$ cat src/rtl/cma_host_ctrl_pkg.sv
// Shared widths and sequencer state encoding for the cma host controller.
// Widths mirror the SMA.h values used by the cma array.
package cma_host_ctrl_pkg;

   localparam int unsigned DATA_W     = 32;
   localparam int unsigned EXA_W      = 16;
   localparam int unsigned ROMULTIC_W = 8;

   // ST_ prefix keeps state names clear of the RUN/FIN port names
   typedef enum logic [2:0] {
      ST_IDLE,
      ST_LOAD,
      ST_GAP1,
      ST_RUN,
      ST_GAP2,
      ST_READ,
      ST_FIN
   } state_t;

endpackage

$ cat src/rtl/cma_host_xfer.sv
// Word counter for one burst: exposes the word index, the based and wrapped
// address of the next word, and a terminal flag once WORDS words have gone out.
module cma_host_xfer #(
   parameter int unsigned EXA_W = cma_host_ctrl_pkg::EXA_W,
   parameter int unsigned WORDS = 1,
   parameter int unsigned BASE  = 0
) (
   input  logic             i_clk,
   input  logic             i_rst,
   input  logic             i_step,
   output logic [EXA_W-1:0] o_adr,
   output logic [31:0]      o_idx,
   output logic             o_tc
);

   logic [31:0] r_cnt;

   always_ff @(posedge i_clk or posedge i_rst) begin
      if (i_rst) begin
         r_cnt <= '0;
      end else if (i_step) begin
         r_cnt <= r_cnt + 32'd1;
      end
   end

   assign o_idx = r_cnt;
   // truncation gives the required address wrap at the top of the space
   assign o_adr = EXA_W'(BASE + r_cnt);
   assign o_tc  = (r_cnt == WORDS);

endmodule

$ cat src/rtl/cma_host_ctrl.sv
// Host-side sequencer for cma: load a block, pulse RUN until DONE, read back
// a result block and fold it into an XOR checksum. All outputs are registered.
module cma_host_ctrl #(
   parameter int unsigned DATA_W     = cma_host_ctrl_pkg::DATA_W,
   parameter int unsigned EXA_W      = cma_host_ctrl_pkg::EXA_W,
   parameter int unsigned ROMULTIC_W = cma_host_ctrl_pkg::ROMULTIC_W,
   parameter int unsigned START_DLY  = 4,
   parameter int unsigned LOAD_WORDS = 16,
   parameter int unsigned LOAD_BASE  = 0,
   parameter int unsigned LOAD_ROMUL = 1,
   parameter int unsigned READ_WORDS = 8,
   parameter int unsigned READ_BASE  = 256,
   parameter int unsigned READ_ROMUL = 2
) (
   input  logic                  CLK,
   input  logic                  RST,
   output logic                  RUN,
   output logic                  BANK_SEL,
   output logic                  RE_FROM_EXTERNAL,
   output logic                  WE_FROM_EXTERNAL,
   output logic [ROMULTIC_W-1:0] ROMULTIC_BITS_FROM_EXTERNAL,
   output logic [EXA_W-1:0]      GLB_ADR_FROM_EXTERNAL,
   output logic [DATA_W-1:0]     DATA_FROM_EXTERNAL,
   input  logic [DATA_W-1:0]     DATA_TO_EXTERNAL,
   input  logic                  DONE,
   output logic                  FIN,
   output logic [DATA_W-1:0]     CHECKSUM
);

   import cma_host_ctrl_pkg::*;

   state_t                r_state;
   logic [31:0]           r_dly;
   logic                  r_run_armed;
   logic                  r_cap;
   logic [DATA_W-1:0]     r_chk;
   logic                  r_run;
   logic                  r_bank;
   logic                  r_re;
   logic                  r_we;
   logic [ROMULTIC_W-1:0] r_rom;
   logic [EXA_W-1:0]      r_adr;
   logic [DATA_W-1:0]     r_data;
   logic                  r_fin;

   logic                  w_dly_done;
   logic                  w_ld_issue;
   logic                  w_rd_issue;
   logic [EXA_W-1:0]      w_ld_adr;
   logic [EXA_W-1:0]      w_rd_adr;
   logic [31:0]           w_ld_idx;
   logic [31:0]           w_rd_idx;
   logic                  w_ld_tc;
   logic                  w_rd_tc;

   cma_host_xfer #(
      .EXA_W (EXA_W),
      .WORDS (LOAD_WORDS),
      .BASE  (LOAD_BASE)
   ) u_load (
      .i_clk  (CLK),
      .i_rst  (RST),
      .i_step (w_ld_issue),
      .o_adr  (w_ld_adr),
      .o_idx  (w_ld_idx),
      .o_tc   (w_ld_tc)
   );

   cma_host_xfer #(
      .EXA_W (EXA_W),
      .WORDS (READ_WORDS),
      .BASE  (READ_BASE)
   ) u_read (
      .i_clk  (CLK),
      .i_rst  (RST),
      .i_step (w_rd_issue),
      .o_adr  (w_rd_adr),
      .o_idx  (w_rd_idx),
      .o_tc   (w_rd_tc)
   );

   // A word is issued on the edge that also leaves IDLE/GAP2, so the strobe
   // register is already valid in the first LOAD/READ cycle.
   always_comb begin
      w_dly_done = 1'b0;
      w_ld_issue = 1'b0;
      w_rd_issue = 1'b0;
      w_dly_done = ((r_dly + 32'd1) >= START_DLY);
      w_ld_issue = (((r_state == ST_IDLE) && w_dly_done) || (r_state == ST_LOAD)) && !w_ld_tc;
      w_rd_issue = ((r_state == ST_GAP2) || (r_state == ST_READ)) && !w_rd_tc;
   end

   always_ff @(posedge CLK or posedge RST) begin
      if (RST) begin
         r_state     <= ST_IDLE;
         r_dly       <= '0;
         r_run_armed <= 1'b0;
         r_cap       <= 1'b0;
         r_chk       <= '0;
         r_run       <= 1'b0;
         r_bank      <= 1'b0;
         r_re        <= 1'b0;
         r_we        <= 1'b0;
         r_rom       <= '0;
         r_adr       <= '0;
         r_data      <= '0;
         r_fin       <= 1'b0;
      end else begin
         // read data arrives one cycle after RE, so capture one cycle later still
         r_cap <= r_re;
         if (r_cap) begin
            r_chk <= r_chk ^ DATA_TO_EXTERNAL;
         end

         r_bank <= 1'b0;
         r_re   <= 1'b0;
         r_we   <= 1'b0;
         r_rom  <= '0;
         r_adr  <= '0;
         r_data <= '0;

         if (w_ld_issue) begin
            r_we   <= 1'b1;
            r_bank <= 1'b1;
            r_rom  <= ROMULTIC_W'(LOAD_ROMUL);
            r_adr  <= w_ld_adr;
            r_data <= DATA_W'(w_ld_idx);
         end

         if (w_rd_issue) begin
            r_re   <= 1'b1;
            r_bank <= 1'b1;
            r_rom  <= ROMULTIC_W'(READ_ROMUL);
            r_adr  <= w_rd_adr;
         end

         case (r_state)
            ST_IDLE: begin
               if (!w_dly_done) begin
                  r_dly <= r_dly + 32'd1;
               end else if (w_ld_tc) begin
                  r_state <= ST_GAP1;
               end else begin
                  r_state <= ST_LOAD;
               end
            end
            ST_LOAD: begin
               if (w_ld_tc) begin
                  r_state <= ST_GAP1;
               end
            end
            ST_GAP1: begin
               r_state     <= ST_RUN;
               r_run       <= 1'b1;
               r_run_armed <= 1'b0;
            end
            ST_RUN: begin
               // first RUN cycle only arms; DONE is honoured from the second on
               if (!r_run_armed) begin
                  r_run_armed <= 1'b1;
               end else if (DONE) begin
                  r_run   <= 1'b0;
                  r_state <= ST_GAP2;
               end
            end
            ST_GAP2: begin
               if (w_rd_tc) begin
                  r_state <= ST_FIN;
                  r_fin   <= 1'b1;
               end else begin
                  r_state <= ST_READ;
               end
            end
            ST_READ: begin
               if (w_rd_tc) begin
                  r_state <= ST_FIN;
                  r_fin   <= 1'b1;
               end
            end
            ST_FIN: begin
               r_fin <= 1'b1;
            end
            default: begin
               r_state <= ST_IDLE;
            end
         endcase
      end
   end

   assign RUN                         = r_run;
   assign BANK_SEL                    = r_bank;
   assign RE_FROM_EXTERNAL            = r_re;
   assign WE_FROM_EXTERNAL            = r_we;
   assign ROMULTIC_BITS_FROM_EXTERNAL = r_rom;
   assign GLB_ADR_FROM_EXTERNAL       = r_adr;
   assign DATA_FROM_EXTERNAL          = r_data;
   assign FIN                         = r_fin;
   assign CHECKSUM                    = r_chk;

endmodule

$ cat config.mk
export PLATFORM = sky130hd
export DESIGN_NAME = cma_host_ctrl
export DESIGN_NICKNAME = d
export VERILOG_FILES = /design/src/rtl/cma_host_ctrl_pkg.sv /design/src/rtl/cma_host_xfer.sv /design/src/rtl/cma_host_ctrl.sv
export SDC_FILE = /design/constraint.sdc
export NUM_CORES = 1
export LEC_CHECK = 0
export CAP_MARGIN = 30
export CORE_ASPECT_RATIO = 1.1
export CORE_MARGIN = 4
export CORE_UTILIZATION = 38
export CTS_CLUSTER_DIAMETER = 30
export DETAILED_ROUTE_END_ITERATION = 12
export SKIP_LAST_GASP = 1
export SYNTH_ARGS = -nofsm -noshare
export SYNTH_HDL_FRONTEND = slang
export SYNTH_SLANG_ARGS = --single-unit
$ cat constraint.sdc
create_clock -name CLK -period 5.82 [get_ports CLK]
set_input_delay 1.164 -clock CLK [delete_from_list [all_inputs] [get_ports CLK]]
set_output_delay 1.164 -clock CLK [all_outputs]
set_load 0.02 [all_outputs]
==> qor.txt <==
================================================================================
Pwr Total                                                               3.073 mW
Synthesized netlist cell count                                               724
Async set-reset flop share out of synthesis                               100.0%
Worst slack after detailed placement                                     2357 ps
Vias in the first global route                                              5683
Highest ir drop seen on vdd                                            0.1750 mV
Setup slack, reg-to-reg                                                  2390 ps
Detailed placer's ending HPWL                                           12.15 mm
Worst reg2reg path startpoint                                       r_dly[0]$_DFFE_PP0P_
CP Launch Point                                                     r_dly[0]$_DFFE_PP0P_
Number of levels the H-tree was split into                                     4
Number of warning messages in the yosys log                                    0
Unique masters post-synth                                                     56
Time the worst path needs with I/O delays and setup                      3428 ps
Setup violators final                                                          0
Kind of end point of the critical path                                 flip-flop
Average routed wire per standard cell                                   15.71 µm
Worst endpoint required time                                             6120 ps
Final worst-path setup slack                                             2392 ps
Arrival time of the worst setup path                                     3730 ps
Cts hold-fix bufs                                                              0
Worst R2R Path Depth                                                           9
Total power per unit cell area                                      300.5 nW/µm²
Area used by multi-input combinational logic                            3264 µm²
Buffers added on ports                                                       121
Count of antenna diodes in the layout                                          0
Hold path startpoint                                                ROMULTIC_BITS_FROM_EXTERNAL[1]$_DFF_PP0_
Pre-antenna DRT Iters                                                          4
Worst min path class                                                flip-flop to flip-flop
Pin count of the biggest net entering global routing                         188
Top achievable clock speed                                             291.7 MHz
I/O pin cnt                                                                  128
Number of fillers in the final layout                                       1870
X dimension of the die                                                  147.6 µm
Cell Count, Final, Fillers Out                                              1136
Unrepaired setup endpoints after global routing                            false
DP Cell Count                                                               1106
Startpoint kind of the worst setup timing path                         flip-flop
Number of cell rows                                                           55
Detail-routed via count per cell                                           4.857
CTS tree                                                                    done
Reported max-cap violation count                                               0
Die Ht                                                                  161.6 µm
Synth Flop Type                                                     sky130_fd_sc_hd__dfrtp_1
Hold-critical path depth                                                       0
Number of setup buffers added after CTS                                        0
Final hold violation count                                                     0
Hold Path End                                                       r_cap$_DFF_PP0_
Insertion delay of the later-clocked pin in the worst-skew pair           420 ps
Total wire length                                                       17.85 mm
Number of flops mapped to enable cells by yosys                                0
Total Nets Final                                                             882
Share of layout cells above drive strength 1                              5.053%
Area share of the leading cell type in the synthesized netlist            57.41%
Design Area, Final                                                     10230 µm²
Max-slew headroom at the worst pin                                        23.69%
Avg Inst Size Synth                                                    11.26 µm²
Run status                                                          complete, no violations
Number of buffers inserted during clock tree synthesis                        17
Overall global routing resource usage                                     15.64%
Post-synthesis sequential element count                                      187
Worst setup skew after layout                                           10.52 ps
Mapped Area                                                             8150 µm²
End of the worst register-to-register path                          r_dly[1]$_DFFE_PP0P_
Type of the setup path with the least slack                         flip-flop to flip-flop
Grt ovf                                                                        0
Storage element area                                                    4679 µm²
Critical Path Fanout Max                                                      18
Share of the clock period used by the worst path after layout             58.90%
Placed standard-cell area                                               9638 µm²
Initial Util                                                              39.09%
Number of antenna violations at the first check in global routing              0
Total die area                                                         23860 µm²
Std-Cell Core Area                                                     20850 µm²
Dominant cells by area after synthesis                              sky130_fd_sc_hd__dfrtp_1 (57%), sky130_fd_sc_hd__xnor2_1 (9.8%), sky130_fd_sc_hd__nand2_1 (3.6%)
Most used standard cells in the synthesized netlist                 sky130_fd_sc_hd__dfrtp_1 (187), sky130_fd_sc_hd__xnor2_1 (91), sky130_fd_sc_hd__nand2_1 (78)
Worst slew pin tran                                                      1145 ps
CTS-repair resized insts                                                       0
Routability-driven placement congestion ratio                             0.8006
Largest area contributor in the netlist                             sky130_fd_sc_hd__dfrtp_1
Routed via count                                                            5517
Share of synthesized area occupied by flip-flops and latches              57.41%
Most frequently used cell type in the post-synthesis netlist        sky130_fd_sc_hd__dfrtp_1
Post-detailed-route count of antenna-violating nets                            0
Synth-to-layout area growth                                               25.47%
Detailed Route Iter0 Violations                                              330
DRC errors left                                                                0
LEAKAGE                                                                 4.575 nW
Pins Over Slew Limit                                                           0
Num Clock Sinks                                                              187
Global-route wire length before repair                                  30.27 mm
Clock Tree Buf Depth                                                           2
Clk pin slew, worst setup/hold paths                                       70 ps
Sum Neg Setup Slack                                                         0 ps
CTS root buffer                                                     sky130_fd_sc_hd__clkbuf_16
================================================================================
==> where the power goes <==
part / switching, mW / internal [mW]
logic: 0.212 / 0.227
registers: 0.0636 / 1.39
clock network: 0.493 / 0.686
total: 0.768 / 2.30
==> worst max-delay path by stage <==
stage | slack (ps) | depth (start not counted) | end
after floorplan | 2250 | 1 | BANK_SEL$_DFF_PP0_
after global placement | 2460 | 9 | r_dly[1]$_DFFE_PP0P_
after detailed placement | 2360 | 9 | r_dly[1]$_DFFE_PP0P_
after CTS | 2330 | 9 | r_dly[1]$_DFFE_PP0P_
after global routing | 2090 | 9 | r_dly[1]$_DFFE_PP0P_
final | 2390 | 9 | r_dly[1]$_DFFE_PP0P_
==> per-layer routing <==
layer  part of all wire (%)  wire length, µm  global-route usage [%]
met1                     46             8281                   21.43
met2                     48             8536                   25.02
met3                    4.4              780                   3.563
met4                    1.4              252                   4.576
met5                      0                0                       0
==> worst max-delay path, cell delays in order (launching register included) <==
cell and delay, ps:
sky130_fd_sc_hd__dfrtp_1 450, sky130_fd_sc_hd__ha_1 330, sky130_fd_sc_hd__inv_1 130, sky130_fd_sc_hd__nor2_1 70, sky130_fd_sc_hd__o311ai_0 340, sky130_fd_sc_hd__nand4_1 210
sky130_fd_sc_hd__nor4_4 480, sky130_fd_sc_hd__and3_1 620, sky130_fd_sc_hd__buf_4 350, sky130_fd_sc_hd__mux2_1 340
==> area by class of cell <==
type                       count  share of cell area, %
timing repair buffer         124                  12.38
clock inverter                10                  1.383
sequential                   187                  45.76
tap                          285                  3.487
clock buffer                  20                  4.368
inverter                      18                 0.6974
multi-input combinational    492                  31.92
==> through the flow <==
stage | util, % | hold slack [ps]
global placement | 46.09 | 419.7
floorplan | - | 446.5
CTS | 49.04 | 442.8
finish | 49.04 | 423.3
detailed placement | 46.22 | 428.0
global route | 49.04 | 457.5
==> sequential cells by signal (all words and copies together), names as in the netlist, 2 cells and up <==
name and flops:
ROMULTIC_BITS_FROM_EXTERNAL 2, u_load.o_idx 32, CHECKSUM 32, DATA_FROM_EXTERNAL 32
u_read.o_idx 32, r_dly 32, r_state 3, GLB_ADR_FROM_EXTERNAL 16
==> layout by cell type (no fill, tap or decap), types with 3 or more instances in the layout <==
master	synthesis	routed
sky130_fd_sc_hd__clkinvlp_4	0	3
sky130_fd_sc_hd__nand4_1	37	37
sky130_fd_sc_hd__clkbuf_16	0	17
sky130_fd_sc_hd__bufinv_16	0	3
sky130_fd_sc_hd__mux2i_1	3	3
sky130_fd_sc_hd__dfrtp_1	187	187
sky130_fd_sc_hd__nor3_1	14	14
sky130_fd_sc_hd__clkdlybuf4s50_1	0	121
sky130_fd_sc_hd__or3_1	5	5
sky130_fd_sc_hd__nor2b_1	28	28
sky130_fd_sc_hd__nor4b_1	6	6
sky130_fd_sc_hd__inv_6	0	3
sky130_fd_sc_hd__xor2_1	14	14
sky130_fd_sc_hd__o21ai_0	6	6
sky130_fd_sc_hd__a211oi_1	3	3
sky130_fd_sc_hd__a21oi_1	5	5
sky130_fd_sc_hd__and4_1	8	8
sky130_fd_sc_hd__and2_1	40	40
sky130_fd_sc_hd__nor4_1	17	17
sky130_fd_sc_hd__xnor2_1	91	91
sky130_fd_sc_hd__nor4_4	3	3
sky130_fd_sc_hd__conb_1	1	6
sky130_fd_sc_hd__nand3_1	25	25
sky130_fd_sc_hd__inv_1	17	16
sky130_fd_sc_hd__a21o_1	17	17
sky130_fd_sc_hd__nor2_1	29	29
sky130_fd_sc_hd__nand2_1	78	78
sky130_fd_sc_hd__and3_1	16	16
sky130_fd_sc_hd__ha_1	7	7
==> logic make-up after synthesis <==
logic type      count (synthesis)  share of synthesized area, %
buf+inv                        50                         2.855
xor+xnor                      105                         11.28
other cells                     1                       0.04601
mux                             5                        0.6448
fa+ha+maj                       7                         1.075
simple gates                  318                         22.04
flops                         187                         57.41
compound gates                 51                         4.636
Note: power is estimated with default switching activity, not from simulation.
==> edit (same flow settings) <==
Register the output `ROMULTIC_BITS_FROM_EXTERNAL` once more, cleared by the reset; this adds one clock of latency there. The other outputs are not delayed to match.
--- a/src/rtl/cma_host_ctrl.sv
+++ b/src/rtl/cma_host_ctrl.sv
@@ -191,7 +191,13 @@
    assign BANK_SEL                    = r_bank;
    assign RE_FROM_EXTERNAL            = r_re;
    assign WE_FROM_EXTERNAL            = r_we;
-   assign ROMULTIC_BITS_FROM_EXTERNAL = r_rom;
+   always_ff @(posedge CLK or posedge RST) begin
+      if (RST) begin
+         ROMULTIC_BITS_FROM_EXTERNAL <= '0;
+      end else begin
+         ROMULTIC_BITS_FROM_EXTERNAL <= r_rom;
+      end
+   end
    assign GLB_ADR_FROM_EXTERNAL       = r_adr;
    assign DATA_FROM_EXTERNAL          = r_data;
    assign FIN                         = r_fin;
Function: changed (Yosys sat finds a counterexample within 10 cycles, from zero or initial values and one cycle with RST high).
==> edit against the unedited design <==
Worst setup slack got worse by 0.26 ns; critical path type unchanged; sequential cell count rose by 1; wire length rose by 0.48%; design area rose by 0.59%; power rose by 7.5%; count of clock-buffer cells in the layout rose by 1; synthesized area rose by 0.95%; critical endpoint unchanged; via count rose by 1.8%; global-route usage rose by 0.052 points; first-iteration DRC count fell by 2.4%; combinational power rose by 42%.
==> edit: results <==
group,metric,value,unit
clocking,ctsResizeCount,0,
worst_hold_path,whs_path_depth,0,
drt,drt-wirelength-per-cell,15.5,µm
pwr,p_switching,0.929,mW
placed_design,dp.cells,1128,
finish,seq_share,0.457,
global_routing,grt_pass1_wl,30.3,mm
finish,layout-drive-gt1-share,0.0586,
finish,clkCellAreaFrac,0.0552,
finish,syn_to_final_growth,25.0,%
logic_synthesis,yosysSeqAreaShare,0.572,
run_status,status,"complete, no violations",
worst_setup_path,r2r_start,"r_dly[0]",
pwr,p_clk_frac,0.343,
worst_setup_path,cpPeakStageDelay,0.70,ns
worst_hold_path,hold_start,"r_rom[0]",
timing,slew_headroom,0.484,
global_routing,grt_pass1_vias,5724,
logic_synthesis,yosysUniqueCellTypes,57,
worst_setup_path,path_delay_family,"simple AND/OR/NAND/NOR gates",
timing,finalCriticalPeriod,3.69,ns
finish,nMultiInputCombCells,510,
finish,inv_count,13,
finish,buf_share,0.123,
pwr,p_leak,4.53,nW
worst_setup_path,cp.arrival,4.01,ns
clocking,cts_setup_buffers,0,
logic_synthesis,syn_avg_cell_area,11.1,µm²
finish,multi_input_area_share,0.324,
placed_design,dp_hpwl,12.0,mm
drt,num_vias,5618,
logic_synthesis,synth-seq-cells,188,
finish,signal_buffers,127,
worst_setup_path,slowest_stage,"nor4b_4",
pwr,peakVddDrop,0.205,mV
logic_synthesis,netlist_top_cells_count,"dfrtp_1, xnor2_1, nand2_1, and2_1, nand3_1",
placed_design,gp_congestion,0.827,
timing,skew,0.0108,ns
worst_setup_path,crit_fanout,20,
clocking,h-tree-depth,4,
finish,clock_buffers,21,
placed_design,numPortBuffers,121,
drt,drt_iter0_markers,322,
worst_setup_path,reg2reg_slack,2.13,ns
finish,nFillCells,2012,
logic_synthesis,synth_ff_type,"dfrtp_1",
global_routing,grt_max_degree,147,
worst_hold_path,holdPathEnd,"ROMULTIC_BITS_FROM_EXTERNAL[0]",
finish,fin_nets,900,
pwr,p_per_area,321,mW/mm²
edit: cell count changes after synthesis, sizes merged, moves of 3 or more:
cell   before  now
xor2       14   10
xnor2      91   94
nand2      78   69
or4         1    4
nor4       20   16
inv        18   13
nand4      39   35
nand3      25   38
and4        8   11
and3       16   22
edit: logic make-up after synthesis:
family | after synthesis | share of synthesized area
compound gates | 56 | 0.0488
xor+xnor | 104 | 0.111
fa+ha+maj | 8 | 0.0122
buf+inv | 47 | 0.0265
flops | 188 | 0.572
mux | 5 | 0.00669
other cells | 1 | 0.000456
simple gates | 331 | 0.223
edit: layer usage:
metal	vias up	share of wire	wire length, µm	global-route usage
met5	-	0	0	0
met2	102	0.46	8320	0.245
met1	2733	0.48	8620	0.219
li1	2762	-	-	-
met3	21	0.039	698	0.0353
met4	0	0.017	299	0.0517
edit: stage by stage:
step,hold slack (ns),instance area (µm²)
after floorplan,0.331,8250
after global placement,0.335,9720
after detailed placement,0.339,9720
after CTS,0.355,10300
after global routing,0.367,10300
final,0.354,10300
